===== src/rtl/seq_scan_ctrl.sv =====
// seq_scan_ctrl: job controller serialising words MSB-first into an overlapping 1101 detector; ports: start/num_words job request, in_valid/in_data/in_ready word handshake, hit/hit_count match reporting, busy/done job status
module seq_scan_ctrl #(
  parameter int WIDTH = 8,
  parameter int CNT_W = 8
) (
  input  logic             clk,
  input  logic             rst,
  input  logic             start,
  input  logic [7:0]       num_words,
  input  logic             in_valid,
  input  logic [WIDTH-1:0] in_data,
  output logic             in_ready,
  output logic             hit,
  output logic [CNT_W-1:0] hit_count,
  output logic             busy,
  output logic             done
);
  localparam int BW = $clog2(WIDTH);
  typedef enum logic [1:0] {IDLE, LOAD, SHIFT, DONE} state_t;
  typedef enum logic [1:0] {S0, S1, S2, S3} det_t;
  state_t state, state_nx;
  det_t det, det_nx;
  logic [WIDTH-1:0] sreg;
  logic [BW-1:0] bit_idx;
  logic [7:0] words_left;
  logic b, match, last_bit;
  always_comb begin
    b = sreg[WIDTH-1];
    det_nx = b ? ((det == S0) ? S1 : (det == S3) ? S1 : S2)
               : ((det == S2) ? S3 : S0);
    match = (det == S3) && b;
    last_bit = bit_idx == '0;
    state_nx = state;
    case (state)
      IDLE:    state_nx = start ? ((num_words != 8'd0) ? LOAD : DONE) : IDLE;
      LOAD:    state_nx = in_valid ? SHIFT : LOAD;
      SHIFT:   state_nx = last_bit ? ((words_left == 8'd1) ? DONE : LOAD) : SHIFT;
      default: state_nx = IDLE;
    endcase
  end
  assign in_ready = state == LOAD;
  assign busy = state != IDLE;
  assign done = state == DONE;
  always_ff @(posedge clk) begin
    if (rst) begin
      state <= IDLE;
      det <= S0;
      sreg <= '0;
      bit_idx <= '0;
      words_left <= '0;
      hit <= 1'b0;
      hit_count <= '0;
    end else begin
      state <= state_nx;
      hit <= (state == SHIFT) && match;
      case (state)
        IDLE: if (start) begin
          hit_count <= '0;
          det <= S0;
          words_left <= num_words;
        end
        LOAD: if (in_valid) begin
          sreg <= in_data;
          bit_idx <= BW'(WIDTH - 1);
        end
        SHIFT: begin
          det <= det_nx;
          sreg <= {sreg[WIDTH-2:0], 1'b0};
          bit_idx <= bit_idx - 1'b1;
          if (match && !(&hit_count)) hit_count <= hit_count + 1'b1;
          if (last_bit) words_left <= words_left - 1'b1;
        end
        default: ;
      endcase
    end
  end
endmodule


===== config.mk =====
export PLATFORM = sky130hd
export DESIGN_NAME = seq_scan_ctrl
export DESIGN_NICKNAME = d
export VERILOG_FILES = /design/src/rtl/seq_scan_ctrl.sv
export SDC_FILE = /design/constraint.sdc
export NUM_CORES = 1
export LEC_CHECK = 0
export ABC_AREA = 1
export CAP_MARGIN = 0
export CELL_PAD_IN_SITES_DETAIL_PLACEMENT = 1
export CELL_PAD_IN_SITES_GLOBAL_PLACEMENT = 1
export CORE_MARGIN = 4
export CORE_UTILIZATION = 36
export DETAILED_ROUTE_END_ITERATION = 8
export GPL_TIMING_DRIVEN = 1
export PLACE_DENSITY_LB_ADDON = 0.1
export SLEW_MARGIN = 20
export SYNTH_ARGS = -nofsm -noshare
export SYNTH_HDL_FRONTEND = slang
export SYNTH_SLANG_ARGS = --single-unit

===== constraint.sdc =====
create_clock -name clk -period 1.77 [get_ports clk]
set_clock_uncertainty 0.1 [all_clocks]
set_input_delay 0.354 -clock clk [delete_from_list [all_inputs] [get_ports clk]]
set_output_delay 0.354 -clock clk [all_outputs]
set_load 0.05 [all_outputs]

# Word level (Yosys, flattened, before mapping)
# Cells that the tools add are included.
# op_classes
reduce_logical,16
eq_ne,10
n_addsub,3
mux,22
# op_table
operator,count
one-hot mux 8 bit (2 select lines),3
two-way mux 8 bit,5
two-way mux 2 bit,10
adder 8 x 1 -> 8 bit (second input constant),1
equality test 2 bit (second input constant),4
equality test 8 x 1 -> 1 bit (second input constant),1
AND reduction 8 bit,1
nonzero test 8 bit,1
subtractor 8 x 1 -> 8 bit (second input constant),1
inequality test 2 bit (second input constant),3
one-hot mux 2 bit (3 select lines),1
one-hot mux 3 bit (2 select lines),1
AND reduction 3 bit,2
nonzero test 2 bit,3
zero test 2 bit,2
one-hot mux 2 bit (2 select lines),1
AND reduction 2 bit,2
logical AND 1 bit,3
zero test 3 bit,1
two-way mux 3 bit,1
subtractor 3 x 1 -> 3 bit (second input constant),1
equality test 2 x 1 -> 1 bit (second input constant),1
inequality test 2 x 1 -> 1 bit (second input constant),1
zero test 1 bit,1
# totals
out_inout_bits,12
register_bits,32

# Logic depth before layout (Yosys ltp)
# depth
depth_word,5
mapped_depth,10
depth_no_buf,10

# Least setup slack after synthesis
# No wires, ideal clock.
# synth_timing
path_type,register to register
start,reg hit_count[0]
end,reg hit_count[1]
setup_ns,0.128
path_stages_with_launch,10
synth_period_minus_slack_ns,1.946
arrival_ns,1.718
slack_ns,-0.176
path_buffers,1
cell_sequence,dfxtp_1 > ha_1 > nand3_1 > inv_1 > nand2_1 > nand2_1 > nand2_1 > buf_4 > o21ai_0 > nor2_1
# synth_between
elab_chain_cells,5
# synth_rtl
item,line,source
start: declaration,14,"output logic [CNT_W-1:0] hit_count,"
start signal: assignment,70,if (match && !(&hit_count)) hit_count <= hit_count + 1'b1;
branches (longest 5 deep; another with adder 8 x 1 -> 8 bit),-,
# Parallel ways; which one is timed is not known. The select of a mux whose other input is x is not followed.
# A chain may end at the register's enable or synchronous reset.

# Final worst setup path
# layout_timing
start,reg state[0]
end,out in_ready
# layout_between
elab_chain_cells,1
# layout_rtl
item,line,source
start: declaration,21,"state_t state, state_nx;"
start signal: assignment,54,state <= state_nx;
equality test 2 x 1 -> 1 bit,41,assign in_ready = state == LOAD;
end: declaration,12,"output logic in_ready,"
# No other way between the ends.

==> impl_summary.txt <==
----------------------------------------------------
[STA]
  Hold Fails Final Rpt ... 0
  Number of endpoints failing setup at the final stage ... 0
  Crit share post-route ... 92.5%
  Measured slew at the worst slew-check pin ... 0.262 ns
  Highest clock rate ... 0.611 GHz
  Final worst path period need ... 1.64 ns
  Worst-case headroom to the max-slew limit ... between 80% and 90%
  Final number of max-transition violations ... 0
  Unrepaired setup endpoints after global routing ... false
  Setup TNS Final ... 0 ns

[CTS]
  Clk slew on worst S/H paths ... 0.07 ns
  Maximum buffer depth of the clock tree ... 2
  Clk_lat worst skew ... 0.29 ns
  Clock root buffer master ... clkbuf_8
  Count of clock tree sinks ... 32
  TritonCTS clock tree ... done
  Number of clock buffers inserted by TritonCTS ... 5
  Count of H-tree levels built during CTS ... 2

[Critical path]
  Critical path launch point type ... flop
  Worst EP arrival ... 1.18 ns
  Family with the most delay on the worst path ... flip-flops
  Slowest CP cell ... dfxtp_1
  Endpoint kind of the worst setup timing path ... output port
  CP required ... 1.32 ns
  Crit Path Max Fanout ... 6
  Delay of the slowest cell on the worst path ... between 0.4 and 0.5 ns
  Type of the worst setup path ... reg -> out
  Cell Chain, Critical Path ... inv_2 -> nor2_2 -> buf_12
  Buffers and inverters on the worst path ... 2

[Global route]
  Via count of the first global-routing pass ... 1,807
  Antenna violations before repair ... 0
  Wire length of the first global-routing pass ... 8520 um
  Overall fraction of global-route tracks in use ... 17.3%
  Maximum number of pins on one net before global-route repair ... 30
  Remaining global-route overflow ... 0

[Power and ir drop]
  LEAKAGE ... 1.04 nW
  Power per standard cell area ... 830 nW/um^2
  Peak supply drop ... 0.380 mV

[Placed design]
  Weighted congestion at the end of routability-driven global placement ... 0.803
  Number of port buffers ... 31
  Total placed instance area ... between 2000 and 2500 sq um
  Total half-perimeter wirelength after legalization and detailed placement ... 3740 um

[Detailed routing]
  Routed Wire Length ... 4890 um
  Routed vias ... 1,842
  Number of violations reported at the end of detailed-routing iteration 0 ... 50
  Post-DR vias/cell ... 4.86
  Post-DRT Antenna Nets ... 0
  Routed wire per std cell ... 12.9 um
  Pre-Repair DR Iteration Count ... 4
  DRC viols ... 0

[Floorplanning]
  Die Y-Extent ... between 70 and 80 um
  Overall die area ... 6180 sq um
  Row count ... 25
  Die W ... 78.6 um
  Total core area ... 4790 sq um
  Top-level port count ... 32
  Initial core utilization ... between 30% and 40%

[Synthesis]
  Yosys synthesis warning count ... 0
  Cell area after synthesis ... 1790 sq um
  Post-Synthesis Mean Instance Area ... 6.62 sq um
  Flip-flop and latch count after synthesis ... 32
  Distinct cells, synth ... 29
  Number of instances in the synthesized netlist ... around 270
  Post-synth top area share ... a little over a third
  Sequential-to-total area share from yosys stat ... 35.7%
  Cell type with the largest total area after synthesis ... dfxtp_1
  Number of nets in the synthesized netlist ... 298
  Top cells by area in the synthesized netlist ... dfxtp_1, nand2_1, nor2_1

[Cells and area]
  Area Overhead vs Synth ... 32.8%
  Most frequent standard cell in the layout excluding fill and tap cells ... nand2_1
  Fraction of layout instances using a drive strength above 1 ... between 10% and 20%
  Most frequent cells in the layout ... nand2_1, nor2_1, dfxtp_1
  Post-route cell area ... 2380 sq um
  Nets ... 338
  Ant diodes ... 0

[Flow run]
  Max-capacitance violation count ... 0

[Hold path]
  Type of the most critical hold path ... reg -> reg

[Run status]
  Status ... finished clean

----------------------------------------------------
-- sequential cells by signal, summed over array words and instances (netlist names) --
name and count:
words_left 8, state 2, hit 1, det 2, bit_idx 3, hit_count 8, sreg 8
-- through the flow --
stage / utilization [%] / hold slack, ns / cells / power, W / setup slack (ns)
final: 49.8 / 0.378 / 379 / 0.00198 / 0.133
after global routing: 49.8 / 0.404 / 379 / 0.00211 / 0.0360
after CTS: 49.7 / 0.379 / 379 / 0.00201 / 0.0453
after detailed placement: 47.5 / 0.367 / 371 / 0.00129 / -0.0732
after global placement: 47.5 / 0.358 / 371 / 0.00128 / -0.0226
after floorplan: - / 0.343 / 271 / 0.00112 / 0.0366
-- synth_stat cells (all sizes together) --
cell type / n
a31oi: 8
ha: 7
xor2: 1
nor3: 5
nand2: 83
o21a: 1
nand4: 2
nor2: 32
nor4: 1
o21ai: 23
o211ai: 3
nand3: 16
a21oi: 17
buf: 8
dfxtp: 32
inv: 25
xnor2: 1
nor3b: 2
or2: 1
clkbuf: 3
-- power breakdown --
group	leakage, nW	switching, W	total (W)	internal [W]
clock	0.0552	0.000284	0.000701	0.000418
combinational	0.719	0.000268	0.000455	0.000187
sequential	0.264	0.0000460	0.000822	0.000776
total	1.04	0.000598	0.00198	0.00138
-- kinds of logic (layout without fill, tap and decap cells) --
logic type,count (synthesis),in the layout,synth area share [%]
flip-flops,32,32,35.7
buffers and inverters,36,77,8.86
AND/OR/NAND/NOR,142,142,34.0
AO/OA/AOI/OAI,52,52,15.6
adder cells (fa/ha/maj),7,7,4.88
XOR/XNOR,2,2,0.976
-- metal layers --
layer / GRT usage (%) / wire length (um) / up-vias
li1: - / - / 959
met1: 22.4 / 2380 / 854
met2: 28.5 / 2290 / 23
met3: 3.90 / 160 / 6
met4: 5.24 / 63 / 0
met5: 0 / 0 / -
-- worst paths after layout --
kind / start / to / slack [ns] / cells after the start
setup / recovery: state[0] / in_ready / 0.13 / 3
hold reg to reg: words_left[7] / words_left[7] / 0.38 / 2
setup reg to reg: hit_count[0] / hit_count[1] / 0.19 / 8
hold / removal: words_left[7] / words_left[7] / 0.38 / 2
-- worst register-to-register path, cell delays in order, from the launching register on --
cell	delay (ns)
dfxtp_2	0.37
ha_1	0.19
nand3_1	0.11
inv_1	0.06
nand2_1	0.06
nand2_1	0.14
nand2_2	0.18
o21ai_0	0.22
nor2_1	0.05
-- layout make-up --
class	count	area (sq um)
Clock buffer	6	72.6
Clock inverter	2	35.0
Fill cell	630	2400
Inverter	25	93.8
Multi-Input combinational cell	203	1000
Sequential cell	32	646
Tap cell	67	83.8
Timing Repair Buffer	44	453
-- timing repair --
action,in CTS,in global routing
hold buffers,0,0
endpoints found under the setup margin,0,12
gates resized for setup,0,2
buffers inserted,0,0
(Power assumes the default switching activity.)
